**config.mk**
```make
export PLATFORM = sky130hd
export DESIGN_NAME = fdpe_delay_line
export DESIGN_NICKNAME = d
export VERILOG_FILES = /design/src/rtl/fdpe_delay_line_pkg.sv /design/src/rtl/fdpe_word.sv /design/src/rtl/fdpe_delay_line.sv
export SDC_FILE = /design/constraint.sdc
export NUM_CORES = 1
export LEC_CHECK = 0
export BUFFER_PORTS_ARGS = -buffer_cell sky130_fd_sc_hd__buf_2
export CAP_MARGIN = 20
export CORE_UTILIZATION = 55
export CTS_CLUSTER_SIZE = 12
export DETAILED_ROUTE_END_ITERATION = 12
export GPL_TIMING_DRIVEN = 1
export PLACE_DENSITY = 0.74
export REMOVE_ABC_BUFFERS = 1
export SETUP_SLACK_MARGIN = 0.5
export SLEW_MARGIN = 20
export SYNTH_ARGS = -nofsm -noshare
export SYNTH_HDL_FRONTEND = slang
export SYNTH_SLANG_ARGS = --single-unit
export TNS_END_PERCENT = 30
```
**constraint.sdc**
```tcl
create_clock -name C -period 4.43 [get_ports C]
set_input_delay 0.886 -clock C [delete_from_list [all_inputs] [get_ports C]]
set_output_delay 0.886 -clock C [all_outputs]
set_load 0.005 [all_outputs]
```
**src/rtl/fdpe_delay_line_pkg.sv**
```systemverilog
// Shared constants and helpers for the fdpe_delay_line tapped shift register.
// Defaults live here so the top and the bench agree on one set of values.
package fdpe_delay_line_pkg;

    localparam int          DEF_WIDTH = 8;
    localparam int          DEF_DEPTH = 16;
    localparam logic [63:0] DEF_INIT  = '1;

    // Bits needed to index n items (0 for n <= 1).
    function automatic int clog2(input int n);
        int r;
        int v;
        r = 0;
        v = n - 1;
        while (v > 0) begin
            r = r + 1;
            v = v >> 1;
        end
        return r;
    endfunction

endpackage

```
**src/rtl/fdpe_word.sv**
```systemverilog
// One WIDTH-bit stage of the delay line: async preset to INIT, clock enable.
module fdpe_word #(
    parameter int               WIDTH = 8,
    parameter logic [WIDTH-1:0] INIT  = '1
) (
    input  logic             C,
    input  logic             PRE,
    input  logic             CE,
    input  logic [WIDTH-1:0] D,
    output logic [WIDTH-1:0] Q
);

    logic [WIDTH-1:0] word_q;

    always_ff @(posedge C or posedge PRE) begin
        if (PRE) begin
            word_q <= INIT;
        end else if (CE) begin
            word_q <= D;
        end
    end

    assign Q = word_q;

endmodule

```
**src/rtl/fdpe_delay_line.sv**
```systemverilog
// Tapped delay line of DEPTH fdpe_word stages with a saturating fill counter,
// clamped tap select and optional registered tap output.
module fdpe_delay_line
    import fdpe_delay_line_pkg::*;
#(
    parameter int               WIDTH   = DEF_WIDTH,
    parameter int               DEPTH   = DEF_DEPTH,
    parameter logic [WIDTH-1:0] INIT    = DEF_INIT[WIDTH-1:0],
    parameter int               REG_OUT = 0,
    localparam int              AW      = (clog2(DEPTH) > 1) ? clog2(DEPTH) : 1
) (
    input  logic             C,
    input  logic             PRE,
    input  logic             CE,
    input  logic [WIDTH-1:0] D,
    input  logic [AW-1:0]    A,
    output logic [WIDTH-1:0] Q,
    output logic [WIDTH-1:0] Q_LAST,
    output logic             VALID,
    output logic             FULL
);

    localparam logic [AW:0]   DEPTH_W  = (AW + 1)'(DEPTH);
    localparam logic [AW-1:0] LAST_IDX = AW'(DEPTH - 1);

    logic [WIDTH-1:0] stage [DEPTH];
    logic [AW:0]      fill_q;
    logic [AW:0]      fill_d;
    logic [AW-1:0]    ea;
    logic [WIDTH-1:0] tap;
    logic             tap_valid;

    for (genvar i = 0; i < DEPTH; i++) begin : g_stage
        if (i == 0) begin : g_head
            fdpe_word #(.WIDTH(WIDTH), .INIT(INIT)) u_word (
                .C   (C),
                .PRE (PRE),
                .CE  (CE),
                .D   (D),
                .Q   (stage[i])
            );
        end else begin : g_body
            fdpe_word #(.WIDTH(WIDTH), .INIT(INIT)) u_word (
                .C   (C),
                .PRE (PRE),
                .CE  (CE),
                .D   (stage[i-1]),
                .Q   (stage[i])
            );
        end
    end

    // Counter saturates at DEPTH so FULL and VALID stay true on long runs.
    always_comb begin
        fill_d = fill_q;
        if (CE && (fill_q != DEPTH_W)) begin
            fill_d = fill_q + 1'b1;
        end
    end

    always_ff @(posedge C or posedge PRE) begin
        if (PRE) begin
            fill_q <= '0;
        end else begin
            fill_q <= fill_d;
        end
    end

    // Out-of-range selects clamp to the last stage rather than reading X.
    always_comb begin
        ea = LAST_IDX;
        if ({1'b0, A} < DEPTH_W) begin
            ea = A;
        end
    end

    assign tap       = stage[ea];
    assign tap_valid = (fill_q > {1'b0, ea});
    assign Q_LAST    = stage[DEPTH-1];
    assign FULL      = (fill_q == DEPTH_W);

    if (REG_OUT != 0) begin : g_reg_out
        logic [WIDTH-1:0] q_out_q;
        logic             valid_out_q;

        // Output register samples every edge, independent of CE.
        always_ff @(posedge C or posedge PRE) begin
            if (PRE) begin
                q_out_q     <= INIT;
                valid_out_q <= 1'b0;
            end else begin
                q_out_q     <= tap;
                valid_out_q <= tap_valid;
            end
        end

        assign Q     = q_out_q;
        assign VALID = valid_out_q;
    end else begin : g_comb_out
        assign Q     = tap;
        assign VALID = tap_valid;
    end

endmodule

```
==> results of run 1 <==
cell usage in the layout, fill, tap and decap left out:
cell | Yosys | routed
buf_2 | 15 | 31
clkinv_2 | 0 | 5
o21ai_0 | 1 | 1
clkbuf_8 | 1 | 3
a21o_1 | 1 | 1
dfrtp_1 | 5 | 5
nand2_1 | 10 | 10
nand4_1 | 3 | 3
buf_16 | 0 | 1
clkbuf_1 | 2 | 3
clkbuf_16 | 0 | 17
nor3_1 | 1 | 1
nor2_1 | 4 | 4
buf_12 | 0 | 2
buf_4 | 1 | 5
dfstp_2 | 128 | 128
mux4_4 | 1 | 1
nand2b_1 | 1 | 1
nand3b_1 | 1 | 1
a21oi_1 | 2 | 2
mux4_1 | 14 | 14
inv_1 | 7 | 6
ha_1 | 6 | 6
bufinv_16 | 0 | 1
xnor2_1 | 4 | 4
mux2_2 | 129 | 129
a22oi_1 | 16 | 16
mux4_2 | 17 | 17
inv_4 | 0 | 1
clkinvlp_4 | 0 | 3
worst max-delay path: stages:
cell and delay, ns:
buf_2 0.48, buf_4 0.28, mux4_1 0.57, a22oi_1 0.22, nand2_1 0.07, buf_2 0.13
where the power goes:
part | total (µW) | switching (µW) | internal (µW)
Clock | 1300 | 489 | 809
Combinational | 992 | 338 | 654
Sequential | 2370 | 353 | 2010
kinds of logic after synthesis:
group | count (synthesis) | share of synthesized area, %
muxes | 161 | 35.7
buffers and inverters | 30 | 2.81
adders and majority gates | 6 | 1.20
xor gates and xnor gates | 4 | 0.562
AOI/OAI and AO/OA | 20 | 2.29
DFF | 133 | 56.0
and+or+nand+nor | 20 | 1.44
through the flow:
| stage | util (%) | hold WS [ns] | worst slack (ns) | instance area, µm² | std cells |
|---|---|---|---|---|---|
| after CTS | 64.5 | 0.511 | 0.877 | 7050 | 561 |
| after global placement | 59.4 | 0.503 | 0.919 | 6500 | 529 |
| after detailed placement | 59.4 | 0.503 | 0.886 | 6500 | 529 |
| final | 64.7 | 0.512 | 0.914 | 7080 | 562 |
| after global routing | 64.7 | 0.538 | 0.760 | 7080 | 562 |
| after floorplan | - | 0.467 | 0.201 | 6090 | 351 |
area by class of cell:
class | count | share of cell area (%)
Multi-Input combinational cell | 211 | 36.3
Timing Repair Buffer | 39 | 3.68
Tap cell | 140 | 2.47
Clock inverter | 9 | 1.10
Inverter | 7 | 0.407
Sequential cell | 133 | 49.3
Clock buffer | 23 | 6.75
per-layer routing:
layer	wire [µm]	up-vias	global-route usage [%]
met4	69	0	6.37
met2	5370	48	33.4
met5	0	-	0
met3	391	6	8.32
li1	-	1485	-
met1	4900	1729	27.1
final timing paths:
check                           cells past startpoint             startpoint  slack [ns]                                    endpoint
worst max-delay path                                6                   A[0]        0.91                                        Q[5]
worst min-delay path                                1  fill_q[4]$_DFFE_PP0P_        0.51                       fill_q[4]$_DFFE_PP0P_
worst max register to register                      6  fill_q[0]$_DFFE_PP0P_        2.85                       fill_q[1]$_DFFE_PP0P_
worst min register to register                      1  fill_q[4]$_DFFE_PP0P_        0.51                       fill_q[4]$_DFFE_PP0P_
max in group asynchronous                           4                    PRE        2.93  g_stage[10].g_body.u_word.Q[7]$_DFFE_PP1P_
min in group asynchronous                           2                    PRE        0.78   g_stage[1].g_body.u_word.Q[5]$_DFFE_PP1P_
registers in the layout, summed over array words and instances (netlist names):
| name | flops |
|---|---|
| fill_q | 5 |
| g_stage.g_head.u_word.Q | 8 |
| g_stage.g_body.u_word.Q | 120 |
==> impl_metrics.json, run 1 <==
{
  "fp.dieH_um": 108,
  "cts_made_buffers": 17,
  "core_mm2": 0.0109,
  "cts_max_path_buffers": 2,
  "layout.nets": 430,
  "synth_commonest_cells": "mux2_2, dfstp_2, mux4_2",
  "maximum_number_of_pins_on_one_net_before_global_route_repair": 83,
  "drt_pre_antenna_iters": 4,
  "grt.overflow.total": 0,
  "post_drt_wl_per_cell_um": 19.1,
  "post_cts_resized": 0,
  "finalCriticalPeriod_ns": 3.52,
  "power.static_leakage_uw": 0.00284,
  "multi_input_area_mm2": 0.00257,
  "hold_viol_final": 0,
  "cts.htree.levels": 4,
  "final.period_utilization_pct": 79.4,
  "start_kind": "input pin",
  "ys_ff_latch": 133,
  "avgViaCountPerCell": 5.81,
  "critPathArrivalTime_ns": 2.63,
  "cts_tree": "built",
  "report.final.slew_viol_count": 0,
  "starting_density_of_the_core_pct": 57.0,
  "powerDensity_mw_per_mm2": 658,
  "dp_hpwl_um": 6380,
  "setup_viol": 0,
  "area_growth_pct": 13.5,
  "synth_top_area_cell": "dfstp_2",
  "max_cap_viol_count": 0,
  "synth_edf_count": 0,
  "async_flop_share_pct": 100,
  "yosys_most_used_dff": "dfstp_2",
  "dieArea_mm2": 0.0118,
  "global_route_wire_length_before_repair_um": 18100,
  "vias": 3268,
  "gp_congestion": 0.711,
  "ioPinCount": 33,
  "crit_path_max_fanout": 17,
  "totalNegativeSetupSlack_ns": 0,
  "global_route.usage.total_pct": 21.2,
  "run_status": "finished clean",
  "clk_skew_ns": 0.00456,
  "most_used_standard_cell_by_instance_count_after_synthesis": "mux2_2",
  "worstHoldPathType": "flip-flop to flip-flop",
  "crit_path_end_kind": "output pin",
  "syn_inst": 374,
  "mappedNetlistArea_mm2": 0.00623,
  "syn_area_per_cell_um2": 16.7,
  "antenna_fix_cells": 0,
  "peakVddDrop_mv": 0.349,
  "ctsHoldBuffers": 0,
  "synthDominantCellAreaShare_pct": 53.9,
  "setup_fix_bufs_post_cts": 0,
  "slew_headroom_pct": 33.1,
  "drt.antenna.violating_nets": 0,
  "fillCellCount": 775,
  "number_of_antenna_violations_at_the_first_check_in_global_routing": 0,
  "rsz0062_at_grt": "no",
  "worst_setup_hold_path_clk_slew_ns": 0.05,
  "placement_rows": 38,
  "timing_worst_setup_path_type": "input pin to output pin",
  "buffer_ports.inserted": 32,
  "maxClockFrequency_mhz": 284,
  "register_area_mm2": 0.00349,
  "clock_insertion_delay_worst_skew_ns": 0.42,
  "grt_pass1_vias": 3497,
  "post-layout-total-power_uw": 4660,
  "synth-seq-area-share_pct": 56.0,
  "dieWidth_um": 108,
  "cts.sink_count": 133,
  "drt_drc_violations_left": 0,
  "yosysWarningCount": 0,
  "drt_iter0_markers": 175,
  "critPathRequiredTime_ns": 3.54,
  "cell_variety_after_synth": 24,
  "clock-root-buffer": "clkbuf_16",
  "worst_pin_slew_ns": 1.00,
  "synthTopCellsByArea": "dfstp_2, mux2_2, mux4_2, mux4_1, dfrtp_1",
  "wirelength_um": 10700,
  "layout-drive-gt1-share_pct": 81.5
}
Power figures use the tool's default switching activity.
==> inputs of run 2 (changes only) <==
--- a/config.mk
+++ b/config.mk
@@ -5,13 +5,14 @@
 export SDC_FILE = /design/constraint.sdc
 export NUM_CORES = 1
 export LEC_CHECK = 0
+export ABC_AREA = 1
 export BUFFER_PORTS_ARGS = -buffer_cell sky130_fd_sc_hd__buf_2
 export CAP_MARGIN = 20
-export CORE_UTILIZATION = 55
+export CORE_UTILIZATION = 62
 export CTS_CLUSTER_SIZE = 12
 export DETAILED_ROUTE_END_ITERATION = 12
 export GPL_TIMING_DRIVEN = 1
-export PLACE_DENSITY = 0.74
+export PLACE_DENSITY = 0.78
 export REMOVE_ABC_BUFFERS = 1
 export SETUP_SLACK_MARGIN = 0.5
 export SLEW_MARGIN = 20
==> constraint.sdc (replaced) <==
create_clock -name C -period 3.3 [get_ports C]
set_input_delay 0.66 -clock C [delete_from_list [all_inputs] [get_ports C]]
set_output_delay 0.66 -clock C [all_outputs]
set_load 0.005 [all_outputs]
==> run 2 against run 1 <==
Register-to-register slack got worse by 0.79 ns; design area rose by 5.3%; routed wire length rose by 31%; clock power rose by 37%; combinational power fell by 17%; largest cell class unchanged; highest routed layer unchanged.
==> impl_metrics.json, run 2 <==
{
  "power.static_leakage_uw": 0.00338,
  "crit_path_end_kind": "output pin",
  "cell_internal_pwr_uw": 3500,
  "drt_drc_violations_left": 0,
  "slew_headroom_pct": 52.7,
  "global_route_wire_length_before_repair_um": 24600,
  "power_frac_comb_pct": 17.1,
  "hold_viol_final": 0,
  "mappedNetlistArea_mm2": 0.00679,
  "yosysWarningCount": 0,
  "dp_worst_setup_slack_ns": 0.717,
  "synth_commonest_cells": "nand2_1, inv_1, dfstp_2",
  "ys_ff_latch": 133,
  "gp_congestion": 0.759,
  "post-route-worst-setup-slack_ns": 0.692,
  "max_cap_viol_count": 0,
  "total_switching_power_uw": 1330,
  "setup_viol": 0,
  "layout.nets": 889,
  "synth_edf_count": 0,
  "critPathRequiredTime_ns": 2.64,
  "switching_power_as_a_share_of_total_power_pct": 27.5,
  "grt_pass1_vias": 5441,
  "syn_area_per_cell_um2": 7.93,
  "finalCriticalPeriod_ns": 2.61,
  "avgViaCountPerCell": 5.35,
  "most_used_standard_cell_by_instance_count_after_synthesis": "nand2_1",
  "post_cts_resized": 0,
  "layout-drive-gt1-share_pct": 23.2,
  "final_common_cell": "nand2_1",
  "number_of_antenna_violations_at_the_first_check_in_global_routing": 0,
  "dp_hpwl_um": 8160,
  "powerDensity_mw_per_mm2": 647,
  "timing_worst_setup_path_type": "input pin to output pin",
  "async_flop_share_pct": 100,
  "synthTopCellsByArea": "dfstp_2, nand2_1, nand3_1, inv_1, o21ai_0",
  "peakVddDrop_mv": 0.333,
  "synth-seq-area-share_pct": 51.4,
  "rsz0062_at_grt": "no",
  "crit_path_max_fanout": 49,
  "start_kind": "input pin",
  "dieWidth_um": 107,
  "maximum_number_of_pins_on_one_net_before_global_route_repair": 111,
  "run_status": "finished clean",
  "drt_iter0_markers": 383,
  "most-common-layout-cells": "nand2_1, inv_1, dfstp_2, nand3_1, o21ai_0",
  "worst_setup_hold_path_clk_slew_ns": 0.06,
  "post_drt_wl_per_cell_um": 13.8,
  "fp.dieH_um": 107,
  "syn_inst": 856,
  "cts_made_buffers": 17,
  "ioPinCount": 33,
  "wirelength_um": 14000,
  "cts.sink_count": 133,
  "antenna_fix_cells": 0,
  "clock-root-buffer": "clkbuf_8",
  "global_route.usage.total_pct": 27.7,
  "largest_reg_flops": 120,
  "maxClockFrequency_mhz": 383,
  "starting_density_of_the_core_pct": 64.9,
  "clk_skew_ns": 0.00572,
  "ctsHoldBuffers": 0,
  "buffer_ports.inserted": 32,
  "area_growth_pct": 9.78,
  "vias": 5431,
  "final.period_utilization_pct": 79.0,
  "worst_pin_slew_ns": 0.709,
  "drt_pre_antenna_iters": 9,
  "power_frac_clock_pct": 36.9,
  "clock_insertion_delay_worst_skew_ns": 0.53,
  "synthDominantCellAreaShare_pct": 49.5,
  "setup_fix_bufs_post_cts": 0,
  "critPathArrivalTime_ns": 1.95,
  "seq_power_share_pct": 46.0,
  "cts_max_path_buffers": 2,
  "dieArea_mm2": 0.0114,
  "worstHoldPathType": "input pin to flip-flop",
  "yosys_most_used_dff": "dfstp_2",
  "drt.antenna.violating_nets": 0,
  "placement_rows": 37,
  "grt.overflow.total": 0,
  "report.final.slew_viol_count": 0,
  "synth_top_area_cell": "dfstp_2",
  "core_mm2": 0.0105,
  "cts.htree.levels": 4,
  "cell_variety_after_synth": 22,
  "cts_tree": "built",
  "totalNegativeSetupSlack_ns": 0
}
-- run 2: power groups by stage --
stage                     combinational, µW  sequential [µW]  clock [µW]
after CTS                               830             2220        1810
after global routing                    971             2260        1870
after detailed placement                816             2240           0
after floorplan                         555             2200           0
final                                   826             2220        1780
after global placement                  774             2220           0
-- run 2: metal layers --
| layer | up-vias | wire length, µm | track usage, % |
|---|---|---|---|
| met5 | - | 0 | 0 |
| met4 | 0 | 343 | 11.3 |
| met3 | 31 | 764 | 6.26 |
| met2 | 162 | 6580 | 45.1 |
| met1 | 2551 | 6360 | 36.0 |
| li1 | 2687 | - | - |
-- run 2: logic make-up (layout without fill, tap and decap cells) --
logic type               Yosys count  after routing  synth area share [%]
adder cells (fa/ha/maj)            6              6                  1.11
AO/OA/AOI/OAI                    133            133                  9.84
buffers and inverters            191            215                  13.4
AND/OR/NAND/NOR                  389            389                  23.7
XOR/XNOR                           4              4                 0.516
flip-flops                       133            133                  51.4
-- run 2: worst paths after layout --
check,from,to,slack [ns],cells past startpoint
max reg2reg,fill_q[0]$_DFFE_PP0P_,fill_q[0]$_DFFE_PP0P_,2.06,5
min,D[7],g_stage[0].g_head.u_word.Q[7]$_DFFE_PP1P_,0.34,3
max,A[0],Q[5],0.69,9
min in group asynchronous,PRE,g_stage[14].g_body.u_word.Q[2]$_DFFE_PP1P_,0.46,2
max in group asynchronous,PRE,g_stage[0].g_head.u_word.Q[3]$_DFFE_PP1P_,2.36,3
min reg2reg,g_stage[14].g_body.u_word.Q[2]$_DFFE_PP1P_,g_stage[15].g_body.u_word.Q[2]$_DFFE_PP1P_,0.47,2
-- run 2: critical path, cell delays in order --
cell	delay, ns
buf_2	0.12
inv_2	0.27
buf_12	0.29
nand2_1	0.10
nand3_1	0.07
nand3_1	0.07
nand3_1	0.13
nand2_1	0.09
buf_2	0.13
-- run 2: per-stage QoR --
| stage | instance area [µm²] | power (µW) | utilization (%) | hold WS, ns | cells |
|---|---|---|---|---|---|
| global placement | 6900 | 2990 | 66.0 | 0.455 | 985 |
| global route | 7460 | 5100 | 71.3 | 0.347 | 1016 |
| CTS | 7460 | 4860 | 71.3 | 0.324 | 1016 |
| detailed placement | 6900 | 3060 | 66.0 | 0.461 | 985 |
| finish | 7460 | 4830 | 71.3 | 0.337 | 1016 |
| floorplan | 6400 | 2750 | - | 0.449 | 803 |
-- run 2: final cells by class --
class	instances	area (µm²)
Sequential cell	133	3490
Timing Repair Buffer	46	334
Clock buffer	26	478
Fill cell	834	3010
Inverter	138	520
Tap cell	136	170
Multi-Input combinational cell	532	2390
Clock inverter	5	75.1
